`config.mk`:
```
export PLATFORM = sky130hd
export DESIGN_NAME = shift_mem_responder
export DESIGN_NICKNAME = d
export VERILOG_FILES = /design/src/rtl/shift_mem_responder.sv
export SDC_FILE = /design/constraint.sdc
export NUM_CORES = 1
export LEC_CHECK = 0
export CAP_MARGIN = 5
export CELL_PAD_IN_SITES_DETAIL_PLACEMENT = 0
export CELL_PAD_IN_SITES_GLOBAL_PLACEMENT = 1
export CORE_ASPECT_RATIO = 0.8
export CORE_MARGIN = 2
export CORE_UTILIZATION = 45
export DETAILED_ROUTE_END_ITERATION = 7
export GPL_TIMING_DRIVEN = 1
export PLACE_DENSITY_LB_ADDON = 0.05
export SYNTH_ARGS = -nofsm -noshare
export SYNTH_HDL_FRONTEND = slang
export SYNTH_SLANG_ARGS = --single-unit
```
`constraint.sdc`:
```
create_clock -name clk -period 3.09 [get_ports clk]
set_input_delay 0.618 -clock clk [delete_from_list [all_inputs] [get_ports clk]]
set_output_delay 0.618 -clock clk [all_outputs]
set_load 0.02 [all_outputs]
```
`src/rtl/shift_mem_responder.sv`:
```
// shift_mem_responder: write-first word memory with a fixed-latency snapshot read pipeline.
// Optional feature: define RESP_STATUS_CNT_EN to add saturating wr_count/rd_count outputs.
module shift_mem_responder #(
   parameter int DATAWIDTH = 8,
   parameter int ADDRWIDTH = 4,
   parameter int READ_LAT  = 2
) (
   input  logic                 clk,
   input  logic                 reset,
   input  logic                 mem_wr_en_in,
   input  logic                 mem_rd_en_in,
   input  logic [ADDRWIDTH-1:0] mem_addr_in,
   input  logic [DATAWIDTH-1:0] mem_data_in,
   output logic [DATAWIDTH-1:0] dataout,
   output logic                 DataValid,
`ifdef RESP_STATUS_CNT_EN
   output logic [15:0]          wr_count,
   output logic [15:0]          rd_count,
`endif
   output logic                 rd_uninit
);
   localparam int DEPTH = 2 ** ADDRWIDTH;

   logic [DATAWIDTH-1:0] mem_q [DEPTH];
   logic [DEPTH-1:0]     written_q;
   logic [READ_LAT-1:0]  vld_q;
   logic [READ_LAT-1:0]  un_q;
   logic [DATAWIDTH-1:0] dat_q [READ_LAT];
   logic [DATAWIDTH-1:0] cap_data_d;
   logic                 cap_un_d;

   // Snapshot for a read this cycle: a same-cycle write wins, never-written entries read as zero.
   always_comb begin
      cap_un_d   = !mem_wr_en_in && !written_q[mem_addr_in];
      cap_data_d = mem_wr_en_in ? mem_data_in : (cap_un_d ? '0 : mem_q[mem_addr_in]);
   end

   // Array storage; contents survive reset, but a write on a reset cycle is dropped.
   always_ff @(posedge clk) begin
      if (!reset && mem_wr_en_in) mem_q[mem_addr_in] <= mem_data_in;
   end

   // Per-entry written flags, cleared by reset.
   always_ff @(posedge clk) begin
      if (reset) written_q <= '0;
      else if (mem_wr_en_in) written_q[mem_addr_in] <= 1'b1;
   end

   // Read pipeline; payload only advances with a valid token so the last stage holds the last result.
   always_ff @(posedge clk) begin
      if (reset) begin
         vld_q <= '0;
         un_q  <= '0;
         for (int i = 0; i < READ_LAT; i++) dat_q[i] <= '0;
      end else begin
         vld_q[0] <= mem_rd_en_in;
         if (mem_rd_en_in) begin
            dat_q[0] <= cap_data_d;
            un_q[0]  <= cap_un_d;
         end
         for (int i = 1; i < READ_LAT; i++) begin
            vld_q[i] <= vld_q[i-1];
            if (vld_q[i-1]) begin
               dat_q[i] <= dat_q[i-1];
               un_q[i]  <= un_q[i-1];
            end
         end
      end
   end

   assign DataValid = vld_q[READ_LAT-1];
   assign dataout   = dat_q[READ_LAT-1];
   assign rd_uninit = vld_q[READ_LAT-1] && un_q[READ_LAT-1];

`ifdef RESP_STATUS_CNT_EN
   logic [15:0] wr_cnt_q;
   logic [15:0] rd_cnt_q;

   // Saturating counters of accepted writes and delivered read responses.
   always_ff @(posedge clk) begin
      if (reset) begin
         wr_cnt_q <= '0;
         rd_cnt_q <= '0;
      end else begin
         if (mem_wr_en_in && wr_cnt_q != 16'hFFFF) wr_cnt_q <= wr_cnt_q + 16'd1;
         if (DataValid && rd_cnt_q != 16'hFFFF) rd_cnt_q <= rd_cnt_q + 16'd1;
      end
   end

   assign wr_count = wr_cnt_q;
   assign rd_count = rd_cnt_q;
`endif
endmodule

```
[After elaboration in Yosys (flattened, before gate mapping)]
Memory sizes are Yosys's and may differ from the RTL's.
Index checks and enable logic that the tools add are counted.
Word-level totals
  flip-flop bits (word level): 20
  memory bits (writable): 144
  input bits: 16
  output and inout bits: 10
  logic and storage cells: 36
  memories kept: 2
Memories
  mem_q: depth 16, width 8, read ports 1, clocked after memory_dff 0, wr ports 1, RTL line 24  | logic [DATAWIDTH-1:0] mem_q [DEPTH];
  dat_q: depth 2, width 8, read ports 2, clocked after memory_dff 0, wr ports 2, RTL line 28  | logic [DATAWIDTH-1:0] dat_q [READ_LAT];
Cells by class
  magnitude comparators: 2
  mux-type cells: 18
  bitwise gates (word level): 3
  reductions and logical operators: 7
Operators with widths (count)
  two-way mux 8 bit: 4
  OR 16 bit: 1
  two-way mux 1 bit: 12
  less-than comparator 4 x 5 -> 1 bit, second input constant: 1
  binary-select mux 1 bit (select 4 bit): 1
  demux 1 bit (select 4 bit): 1
  >= comparator 4 x 1 -> 1 bit, second input constant: 1
  logical AND 1 bit: 4
  logical NOT 1 bit: 3
  OR 1 bit: 2

[Depth between registers and ports, before layout]
Gate-level depths: netlist of run 1.
  word-level depth: 7
  mapped depth: 7
  gate-level depth less buffers: 4

[Worst setup path before layout of run 1]
No wires, ideal clock.
  path type: input to register
  start: in mem_addr_in[1]
  end: mem mem_q[1][0], enable pin
  setup time: 0.370 ns
  arrival: 2.081 ns
  required time: 2.720 ns
  slack: 0.639 ns
  stages on the path: 6
  path buffers: 4
  cells stage by stage: clkbuf_2 -> buf_6 -> buf_2 -> or3b_2 -> buf_2 -> nor2_1
RTL lines
  start: declaration: RTL line 12  | input logic [ADDRWIDTH-1:0] mem_addr_in,
  end: declaration: RTL line 24
Straight into the memory's write port.

==> flow_summary_export.csv, run 1 <==
group,metric,value,unit
floorplanning,start_util,46.0,%
clock_tree,clk_pin_slew,60,ps
power_and_ir_drop,vdd.ir_drop.worst,377,µV
floorplanning,rows,39,
timing,tns,0,ps
synthesis,netlist_instances,364,
timing,rsz0062_at_grt,"false",
finish,final_nets,418,
placed_design,place_congestion,0.732,
clock_tree,cts_resized,0,
timing,hold_viol,0,
detailed_routing,drc,0,
grt,grt_max_degree,30,
synthesis,ys_ff_latch,164,
synthesis,synth_area_leaders,"edfxtp_1 66%, mux4_2 11%, dfxtp_1 6.1%",
placed_design,dp_hpwl,8720,µm
timing,skew,5.90,ps
timing,finalSetupViolations,0,
clock_tree,clk_latency,420,ps
floorplanning,die_w,139,µm
grt,grt.total_usage,18.8,%
synthesis,ys.flop_type,"edfxtp_1",
detailed_routing,wl_per_cell,22.7,µm
synthesis,avgSynthCellArea,18.0,µm²
synthesis,synth_top_area_cell,"edfxtp_1",
grt,overflow,0,
power_and_ir_drop,power_density,634,mW/mm²
timing,slew_headroom,50.7,%
floorplanning,dieArea,0.0156,mm²
worst_setup_path,cp_cell_sequence,"clkdlybuf4s50_1, and2_1, a22oi_1, and3_1, o32ai_1",
power_and_ir_drop,p_leak,2.49,nW
timing,fmax,424,MHz
floorplanning,pin_count,26,
clock_tree,cts_root_buf,"clkbuf_16",
finish,fin_area,0.00759,mm²
finish,antenna_cells,0,
clock_tree,hold_buffers,0,
clock_tree,cts_buffer_depth,2,
clock_tree,tritoncts,"yes",
outcome,outcome,"complete, no violations",
clock_tree,cts_buffers,17,
finish,layout-drive-gt1-share,24.0,%
synthesis,synth_cell_types,35,
synthesis,yosysWarnings,0,
worst_setup_path,path_max_fanout,12,
placed_design,place_area,0.00702,mm²
synthesis,async_flop_share,0,%
clock_tree,cts.sinks,164,
floorplanning,core,0.0142,mm²
detailed_routing,drt-pass1-iter-count,4,
timing,period_needed,2360,ps
clock_tree,post-cts-setup-buffer-count,0,
floorplanning,fp.dieH,112,µm
timing,min_period_over_period,76.3,%
placed_design,io_buffers,25,
clock_tree,htreeDepth,4,
worst_setup_path,crit_slowest_cell,"clkdlybuf4s50_1",
detailed_routing,num_vias,3298,
finish,n_fill_cell,1151,
detailed_routing,finalWirelength,13600,µm
detailed_routing,drt_iter0_markers,274,
synthesis,synth_top_area_share,66.0,%
worst_setup_path,crit_type,"in2reg",
job,cap_violations,0,
worst_setup_path,worst_setup_path_end_kind,"register",
detailed_routing,routed_via_density,5.52,
synthesis,synth_nets,380,
worst_setup_path,slowest_delay,710,ps
synthesis,ys_seq_area_share,72.1,%
grt,grt_pass1_vias,3405,
grt,antenna_found_initial,0,
finish,syn_to_final_growth,15.8,%
synthesis,synth_edf_count,144,
worst_setup_path,cp.arrival,2590,ps
synthesis,syn_area,0.00656,mm²
timing,slew_viol_final,0,
worst_setup_path,required,3320,ps
worst_setup_path,critPathLaunchType,"primary input",
detailed_routing,antenna_left,0,
timing,worst_pin_slew,737,ps
min_path,holdCritPathClass,"reg2reg",
grt,grt_pass1_wl,21000,µm
==> where the power goes <==
part	internal [mW]	total, mW	switching [mW]	leakage [nW]
combinational	0.124	0.290	0.167	0.731
clock	1.25	2.06	0.806	0.267
sequential	2.46	2.47	0.0122	1.49
total	3.83	4.82	0.985	2.49
==> flip-flops by register name, indices dropped and copies added (netlist names) <==
name	cells
mem_q	128
dat_q	16
written_q	16
un_q	2
vld_q	2
==> layout by cell type (no fill, tap or decap), types with 16 or more instances in the layout <==
cell type        netlist  routed
dfxtp_1               20      20
clkbuf_16              0      17
o22ai_1               16      16
a22o_1                16      16
buf_4                 10      27
nor2_1                27      27
edfxtp_1             144     144
clkdlybuf4s50_1        0      23
inv_1                 16      16
mux4_2                31      31
==> final timing paths <==
path	from	endpoint	slack (ps)	cells after the start
max reg2reg	written_q[15]$_SDFFE_PP0P_	dat_q[0][5]$_SDFFCE_PN0P_	1180	4
min	written_q[13]$_SDFFE_PP0P_	written_q[13]$_SDFFE_PP0P_	480	2
max	mem_addr_in[2]	dat_q[0][5]$_SDFFCE_PN0P_	730	5
min reg2reg	written_q[13]$_SDFFE_PP0P_	written_q[13]$_SDFFE_PP0P_	480	2
==> synth_stat cells, drive strengths merged, types with 2 or more instances <==
master / number
nor2: 30
or2: 4
nand2b: 3
buf: 23
a22o: 16
mux2: 2
mux4: 35
dfxtp: 20
o32ai: 8
and2: 2
o22ai: 16
nor2b: 13
edfxtp: 144
inv: 16
nand2: 10
clkbuf: 11
==> worst max-delay path: cells and delay by family <==
| kind | cells | cell delay (ps) |
|---|---|---|
| AO/OA/AOI/OAI | 2 | 510 |
| buffers and inverters | 1 | 710 |
| AND/OR/NAND/NOR | 2 | 750 |
==> metrics by stage <==
step                worst slack (ps)  std cells  utilization, %  power, mW  hold slack (ps)
finish                           733        597            53.3       4.82              476
global route                     574        597            53.3       4.97              499
CTS                              752        597            53.3       4.86              473
detailed placement               312        567            49.3       2.81              462
global placement                 387        567            49.3       2.81              458
floorplan                        639        364               -       2.70              449
==> final cells by class <==
type / count / area [µm²] / share of cell area, %
Sequential cell: 164 / 4720 / 62.2
Multi-Input combinational cell: 150 / 1540 / 20.3
Timing Repair Buffer: 53 / 463 / 6.10
Clock buffer: 19 / 433 / 5.70
Tap cell: 184 / 230 / 3.03
Clock inverter: 11 / 138 / 1.81
Inverter: 16 / 60.1 / 0.791
==> metal layers <==
metal | track usage (%) | wire length, µm | vias up
li1 | - | - | 1495
met1 | 26.7 | 6140 | 1708
met2 | 29.2 | 6490 | 84
met3 | 4.17 | 765 | 11
met4 | 6.67 | 161 | 0
met5 | 0 | 0 | -
==> cells by family (layout without fill, tap and decap cells) <==
kind of cell | after synthesis | in the layout | share of synthesized area [%]
buffers and inverters | 50 | 99 | 4.39
and+or+nand+nor | 69 | 69 | 5.33
AOI/OAI and AO/OA | 43 | 43 | 5.46
DFF | 164 | 164 | 72.1
muxes | 38 | 38 | 12.8
Power figures use the tool's default switching activity.
==> run 2: changes to the inputs <==
==> constraint.sdc (replaced) <==
create_clock -name clk -period 2.1 [get_ports clk]
set_input_delay 0.42 -clock clk [delete_from_list [all_inputs] [get_ports clk]]
set_output_delay 0.42 -clock clk [all_outputs]
set_load 0.02 [all_outputs]
==> flow_summary_export.csv, run 2 (synthesis results as in run 1) <==
group,metric,value,unit
finish,final_common_cell,"edfxtp_1",
clock_tree,cts_buffers,17,
grt,overflow,0,
floorplanning,pin_count,26,
timing,tns,0,ps
power_and_ir_drop,vdd.ir_drop.worst,576,µV
timing,skew,6.32,ps
worst_setup_path,path_max_fanout,8,
timing,worst_pin_slew,589,ps
finish,layout-drive-gt1-share,29.5,%
timing,finalSetupViolations,0,
worst_setup_path,path_delay_family,"buffers and inverters",
finish,regMostFlops,"mem_q",
finish,n_fill_cell,1126,
timing,slew_viol_final,0,
finish,mostFrequentLayoutCells,"144 x edfxtp_1, 45 x buf_4, 31 x mux4_2",
clock_tree,cts_resized,0,
timing,whs,469,ps
clock_tree,clk_pin_slew,60,ps
floorplanning,fp.dieH,112,µm
timing,fmax,529,MHz
clock_tree,tritoncts,"yes",
placed_design,dp_hpwl,9390,µm
grt,antenna_found_initial,0,
power_and_ir_drop,finalPower,7.34,mW
grt,grt_pass1_wl,21500,µm
floorplanning,core,0.0142,mm²
detailed_routing,drt-pass1-iter-count,6,
worst_setup_path,crit_slowest_cell,"clkdlybuf4s50_1",
outcome,outcome,"complete, no violations",
clock_tree,clk_latency,410,ps
clock_tree,cts.sinks,164,
timing,hold_viol,0,
clock_tree,cts_root_buf,"clkbuf_16",
floorplanning,dieArea,0.0156,mm²
min_path,holdCritPathClass,"reg2reg",
worst_setup_path,worst_setup_path_end_kind,"register",
worst_setup_path,slowest_delay,570,ps
worst_setup_path,critical_path_buf_inv_count,2,
worst_setup_path,cp_cell_sequence,"clkdlybuf4s50_1, and3b_1, a221oi_1, and3_1, buf_4, o32ai_2",
timing,slew_headroom,60.6,%
clock_tree,htreeDepth,4,
job,cap_violations,0,
grt,grt_pass1_vias,3504,
finish,largest_register_ffs,128,
detailed_routing,drc,0,
timing,rsz0062_at_grt,"false",
detailed_routing,drt_iter0_markers,390,
floorplanning,die_w,139,µm
clock_tree,hold_buffers,0,
timing,period_needed,1890,ps
worst_setup_path,critPathLaunchType,"primary input",
worst_setup_path,crit_type,"in2reg",
floorplanning,start_util,46.0,%
finish,antenna_cells,0,
placed_design,io_buffers,25,
finish,multi_input_area,0.00155,mm²
power_and_ir_drop,p_leak,2.68,nW
floorplanning,rows,39,
detailed_routing,num_vias,3364,
grt,grt.total_usage,19.1,%
clock_tree,cts_buffer_depth,2,
placed_design,place_congestion,0.767,
clock_tree,post-cts-setup-buffer-count,0,
detailed_routing,routed_via_density,5.38,
finish,ff_latch_area,0.00472,mm²
finish,reg_top3,"mem_q (128), dat_q (16), written_q (16)",
timing,min_period_over_period,90.0,%
worst_setup_path,required,2260,ps
finish,final_nets,445,
finish,syn_to_final_growth,21.5,%
detailed_routing,antenna_left,0,
detailed_routing,wl_per_cell,21.8,µm
detailed_routing,finalWirelength,13600,µm
worst_setup_path,cp.arrival,2050,ps
grt,grt_max_degree,29,
power_and_ir_drop,power_density,922,mW/mm²
==> run 2: cell types whose count changed in the layout (fill, tap and decap cells not counted) <==
| cell | previous run | this run |
|---|---|---|
| buf_12 | 1 | 10 |
| buf_4 | 27 | 45 |
| bufinv_16 | 3 | 5 |
| clkinv_1 | 3 | 4 |
| clkinvlp_4 | 3 | 1 |
| nor2_1 | 27 | 23 |
| nor2_2 | 3 | 7 |
==> run 2: path summary, 6_finish.rpt <==
check,from,to,slack [ps],cells after the start
setup reg to reg,written_q[15]$_SDFFE_PP0P_,dat_q[0][1]$_SDFFCE_PN0P_,340,5
hold / removal,written_q[1]$_SDFFE_PP0P_,written_q[1]$_SDFFE_PP0P_,470,2
setup / recovery,mem_addr_in[2],dat_q[0][1]$_SDFFCE_PN0P_,210,6
hold reg to reg,written_q[1]$_SDFFE_PP0P_,written_q[1]$_SDFFE_PP0P_,470,2
==> run 2: stage by stage <==
stage | setup WS [ps] | cells | cell area (µm²) | utilization [%]
floorplan | -143 | 364 | 6570 | -
global placement | -160 | 594 | 7350 | 51.6
detailed placement | -212 | 594 | 7350 | 51.6
CTS | 185 | 625 | 7970 | 55.9
global route | 96.0 | 625 | 7970 | 55.9
finish | 210 | 625 | 7970 | 55.9
==> run 2: final cells by class <==
type                    instances  share of cell area [%]
well taps                     184                    2.89
repair buffers                 80                    9.77
multi-input cells             150                    19.5
clock buffers                  19                    5.44
clock inverters                12                    2.34
inverters                      16                   0.754
flip-flops and latches        164                    59.3
==> run 2: power by group <==
| part | switching (mW) | total, mW | leakage (nW) | internal (mW) |
|---|---|---|---|---|
| Sequential | 0.0181 | 3.63 | 1.49 | 3.61 |
| Combinational | 0.255 | 0.482 | 0.891 | 0.227 |
| Clock | 1.14 | 3.23 | 0.297 | 2.08 |
| Total | 1.42 | 7.34 | 2.68 | 5.92 |
==> run 2: routing by layer <==
metal | routed length (µm) | global-route usage, % | up-vias
met5 | 0 | 0 | -
met4 | 157 | 5.66 | 0
met3 | 489 | 3.61 | 13
met2 | 6250 | 28.3 | 56
met1 | 6760 | 29.3 | 1734
li1 | - | - | 1561
==> run 2: worst min-delay path: cells and delay by family (launching register included) <==
kind            cells  cell delay (ps)
flops               1              310
compound gates      1               70
buf+inv             1               40
==> run 3: changes to the inputs <==
--- a/config.mk
+++ b/config.mk
@@ -13,7 +13,7 @@
 export CORE_UTILIZATION = 45
 export DETAILED_ROUTE_END_ITERATION = 7
 export GPL_TIMING_DRIVEN = 1
-export PLACE_DENSITY_LB_ADDON = 0.05
+export PLACE_DENSITY_LB_ADDON = 0.1
 export SYNTH_ARGS = -nofsm -noshare
 export SYNTH_HDL_FRONTEND = slang
 export SYNTH_SLANG_ARGS = --single-unit
==> flow_summary_export.csv, run 3 (synthesis results as in run 1) <==
group,metric,value,unit
finish,final_nets,449,
timing,slew_headroom,70.0,%
worst_setup_path,r2r_slack,270,ps
min_path,holdCritPathClass,"reg2reg",
detailed_routing,antenna_left,0,
power_and_ir_drop,power_density,899,mW/mm²
worst_setup_path,crit_slowest_cell,"clkdlybuf4s50_1",
finish,layout-drive-gt1-share,29.7,%
timing,rsz0062_at_grt,"false",
worst_setup_path,required,1680,ps
timing,skew,14.4,ps
grt,grt.total_usage,19.4,%
clock_tree,clk_latency,420,ps
timing,whs,471,ps
finish,regMostFlops,"mem_q",
grt,grt_pass1_wl,21600,µm
clock_tree,clk_pin_slew,60,ps
floorplanning,rows,39,
grt,grt_pass1_vias,3564,
floorplanning,dieArea,0.0156,mm²
timing,slew_viol_final,0,
job,cap_violations,0,
power_and_ir_drop,p_leak,2.66,nW
worst_setup_path,cp.arrival,1470,ps
grt,overflow,0,
finish,mostFrequentLayoutCells,"144 x edfxtp_1, 51 x buf_4, 31 x mux4_2",
floorplanning,start_util,46.0,%
placed_design,io_buffers,25,
timing,worst_pin_slew,449,ps
clock_tree,post-cts-setup-buffer-count,0,
placed_design,place_congestion,0.731,
finish,final_common_cell,"edfxtp_1",
worst_setup_path,path_max_fanout,2,
detailed_routing,drc,0,
detailed_routing,finalWirelength,13800,µm
timing,finalSetupViolations,0,
floorplanning,pin_count,26,
detailed_routing,routed_via_density,5.38,
placed_design,dp_hpwl,9010,µm
floorplanning,fp.dieH,112,µm
timing,min_period_over_period,89.9,%
floorplanning,core,0.0142,mm²
finish,reg_top3,"mem_q (128), dat_q (16), written_q (16)",
clock_tree,cts_buffers,17,
clock_tree,cts.sinks,164,
worst_setup_path,critPathLaunchType,"register",
grt,antenna_found_initial,0,
finish,antenna_cells,0,
worst_setup_path,crit_type,"reg2out",
clock_tree,cts_resized,0,
detailed_routing,wl_per_cell,22.0,µm
clock_tree,cts_root_buf,"clkbuf_16",
clock_tree,hold_buffers,0,
power_and_ir_drop,finalPower,7.12,mW
worst_setup_path,cp_cell_sequence,"and2_1, clkdlybuf4s50_1",
worst_setup_path,slowest_delay,600,ps
clock_tree,tritoncts,"yes",
timing,fmax,530,MHz
floorplanning,die_w,139,µm
outcome,outcome,"complete, no violations",
finish,syn_to_final_growth,20.8,%
power_and_ir_drop,vdd.ir_drop.worst,689,µV
detailed_routing,drt-pass1-iter-count,4,
clock_tree,cts_buffer_depth,2,
worst_setup_path,worst_setup_path_end_kind,"output port",
detailed_routing,num_vias,3382,
detailed_routing,drt_iter0_markers,343,
timing,hold_viol,0,
grt,grt_max_degree,25,
timing,period_needed,1890,ps
clock_tree,htreeDepth,4,
finish,largest_register_ffs,128,
==> run 3: metal layers <==
metal | GRT usage (%) | up-vias | part of all wire (%)
li1 | - | 1560 | -
met4 | 5.86 | 0 | 0.47
met5 | 0 | - | 0
met1 | 28.2 | 1742 | 46
met3 | 4.56 | 4 | 5.9
met2 | 29.5 | 76 | 47
==> run 3: through the flow <==
step	instances	util [%]	instance area (µm²)	setup slack, ps	TNS, ps
floorplan	364	-	6570	-143	-4120
global placement	598	51.6	7350	-176	-4390
detailed placement	598	51.6	7350	-213	-5660
CTS	629	55.6	7920	181	0
global route	629	55.6	7920	95.6	0
finish	629	55.6	7920	213	0
==> run 3: area by class of cell <==
class | instances | area, µm²
flip-flops and latches | 164 | 4720
inverters | 16 | 60.1
clock buffers | 19 | 433
repair buffers | 84 | 783
well taps | 184 | 230
clock inverters | 12 | 138
fillers | 1119 | 6330
multi-input cells | 150 | 1550
==> run 3: critical path, delay by kind of cell (launching register included) <==
family        cells  cell delay [ps]
flops             1              330
buf+inv           1              600
simple gates      1              130
==> run 3: power by group <==
part / leakage (nW) / switching, mW / internal (mW)
Combinational: 0.901 / 0.252 / 0.227
Sequential: 1.49 / 0.0168 / 3.61
Clock: 0.272 / 1.17 / 1.84
==> run 3: path summary, 6_finish.rpt <==
path / endpoint / cells past startpoint / from
worst max register to register: dat_q[0][5]$_SDFFCE_PN0P_ / 5 / written_q[12]$_SDFFE_PP0P_
worst max-delay path: rd_uninit / 2 / vld_q[1]$_SDFF_PP0_
worst min register to register: written_q[1]$_SDFFE_PP0P_ / 2 / written_q[1]$_SDFFE_PP0P_
worst min-delay path: written_q[1]$_SDFFE_PP0P_ / 2 / written_q[1]$_SDFFE_PP0P_
==> RTL change, RTL diff (flow settings as in run 2) <==
Add a define of `RESP_STATUS_CNT_EN`.
--- a/src/rtl/shift_mem_responder.sv
+++ b/src/rtl/shift_mem_responder.sv
@@ -2,2 +2,4 @@
 // Optional feature: define RESP_STATUS_CNT_EN to add saturating wr_count/rd_count outputs.
+`define RESP_STATUS_CNT_EN
+
 module shift_mem_responder #(
Function (old outputs only; new: rd_count and wr_count): kept (equiv_simple and equiv_induct, registers matched by name and starting in step).
==> RTL change against run 2 <==
Critical path depth increased by 1. Sequential cell count increased by 32. Core utilization rose by 0.17 points. Sequential power is 17% higher. Setup slack got worse by 0.13 ns. Die area is 21% higher. Cell area rose by 22%. Wire length rose by 27%. Sequential share of layout area down 4.2 points. Total power grew 6.1%. Global-route usage up 0.42 points. Register-to-register slack got worse by 0.11 ns. Area after synthesis grew 22%. Non-clock buffer count grew 46. Largest cell class unchanged.
==> RTL change: results (changes against run 2) <==
| Metric | Value |
|---|---|
| Status | `finished clean` |
| First element of the critical path | `mem_addr_in[0]` |
| Largest net degree at the start of global routing | `39 (+34%)` |
| Worst-path clk slew | `0.08 ns (+0.02 ns)` |
| Placed Instance Area | `9190 um2 (+25%)` |
| GPL Wtd Cong | `0.770 (+0.39%)` |
| Share of cells above drive strength 1 | `0.211 (-0.0837)` |
| Setup slack, reg-to-reg | `0.23 ns (-0.11 ns)` |
| DR pass1 iterations | `4 (-2)` |
| Syn Area/Cell | `15.1 um2 (-16%)` |
| Number of global-route vias before repair | `4689 (+34%)` |
| WHS Endpoint | `wr_count[4]` |
| Clk_lat worst skew | `0.43 ns (+0.02 ns)` |
| Slew @ Worst Pin | `0.635 ns (+0.0451 ns)` |
| Seq pwr share | `0.545 (+0.050)` |
| Internal power | `6.00 mW (+1.3%)` |
| CP endpoint | `dat_q[0][2]` |
| Peak VDD IR | `0.560 mV (-2.8%)` |
| CP max stage cell | `mux4_2` |
| Iter 0 DRT Violations | `357 (-8.5%)` |
| Post-placement cell count | `842 (+42%)` |
| Hold Path Class | `in -> reg` |
| Critical R2R Launch | `wr_count[4]` |
| Arr. time, crit path | `2.19 ns (+0.14 ns)` |
| Vias per std cell | `5.46 (+1.4%)` |
| Post-synthesis xor/xnor area fraction | `0.0263 (+0.0263)` |
| Critical-path maximum fanout | `12 (+4)` |
| Top post-synthesis cells by area | `edfxtp_1, dfxtp_1, mux4_2, mux4_1, nor2_1` |
## RTL change: cell type report
| cell class | count | area (um2) |
|---|---|---|
| clock inverter | 14 | 121 |
| inverter | 17 | 63.8 |
| multi-input combinational | 278 | 2340 |
| sequential | 196 | 5370 |
| tap | 225 | 282 |
| fill | 1407 | 7630 |
| timing repair buffer | 126 | 1140 |
| clock buffer | 18 | 429 |
## RTL change: tightest hold or removal path, delay by kind of cell
kind / cells / cell delay (ns)
buffers and inverters: 2 / 0.30
and+or+nand+nor: 1 / 0.07
## RTL change: metal layers
| layer | part of all wire | global-route usage | vias up |
|---|---|---|---|
| li1 | - | - | 2244 |
| met1 | 0.48 | 0.290 | 2409 |
| met5 | 0 | 0 | - |
| met3 | 0.055 | 0.0526 | 10 |
| met2 | 0.45 | 0.292 | 106 |
| met4 | 0.0066 | 0.0451 | 0 |
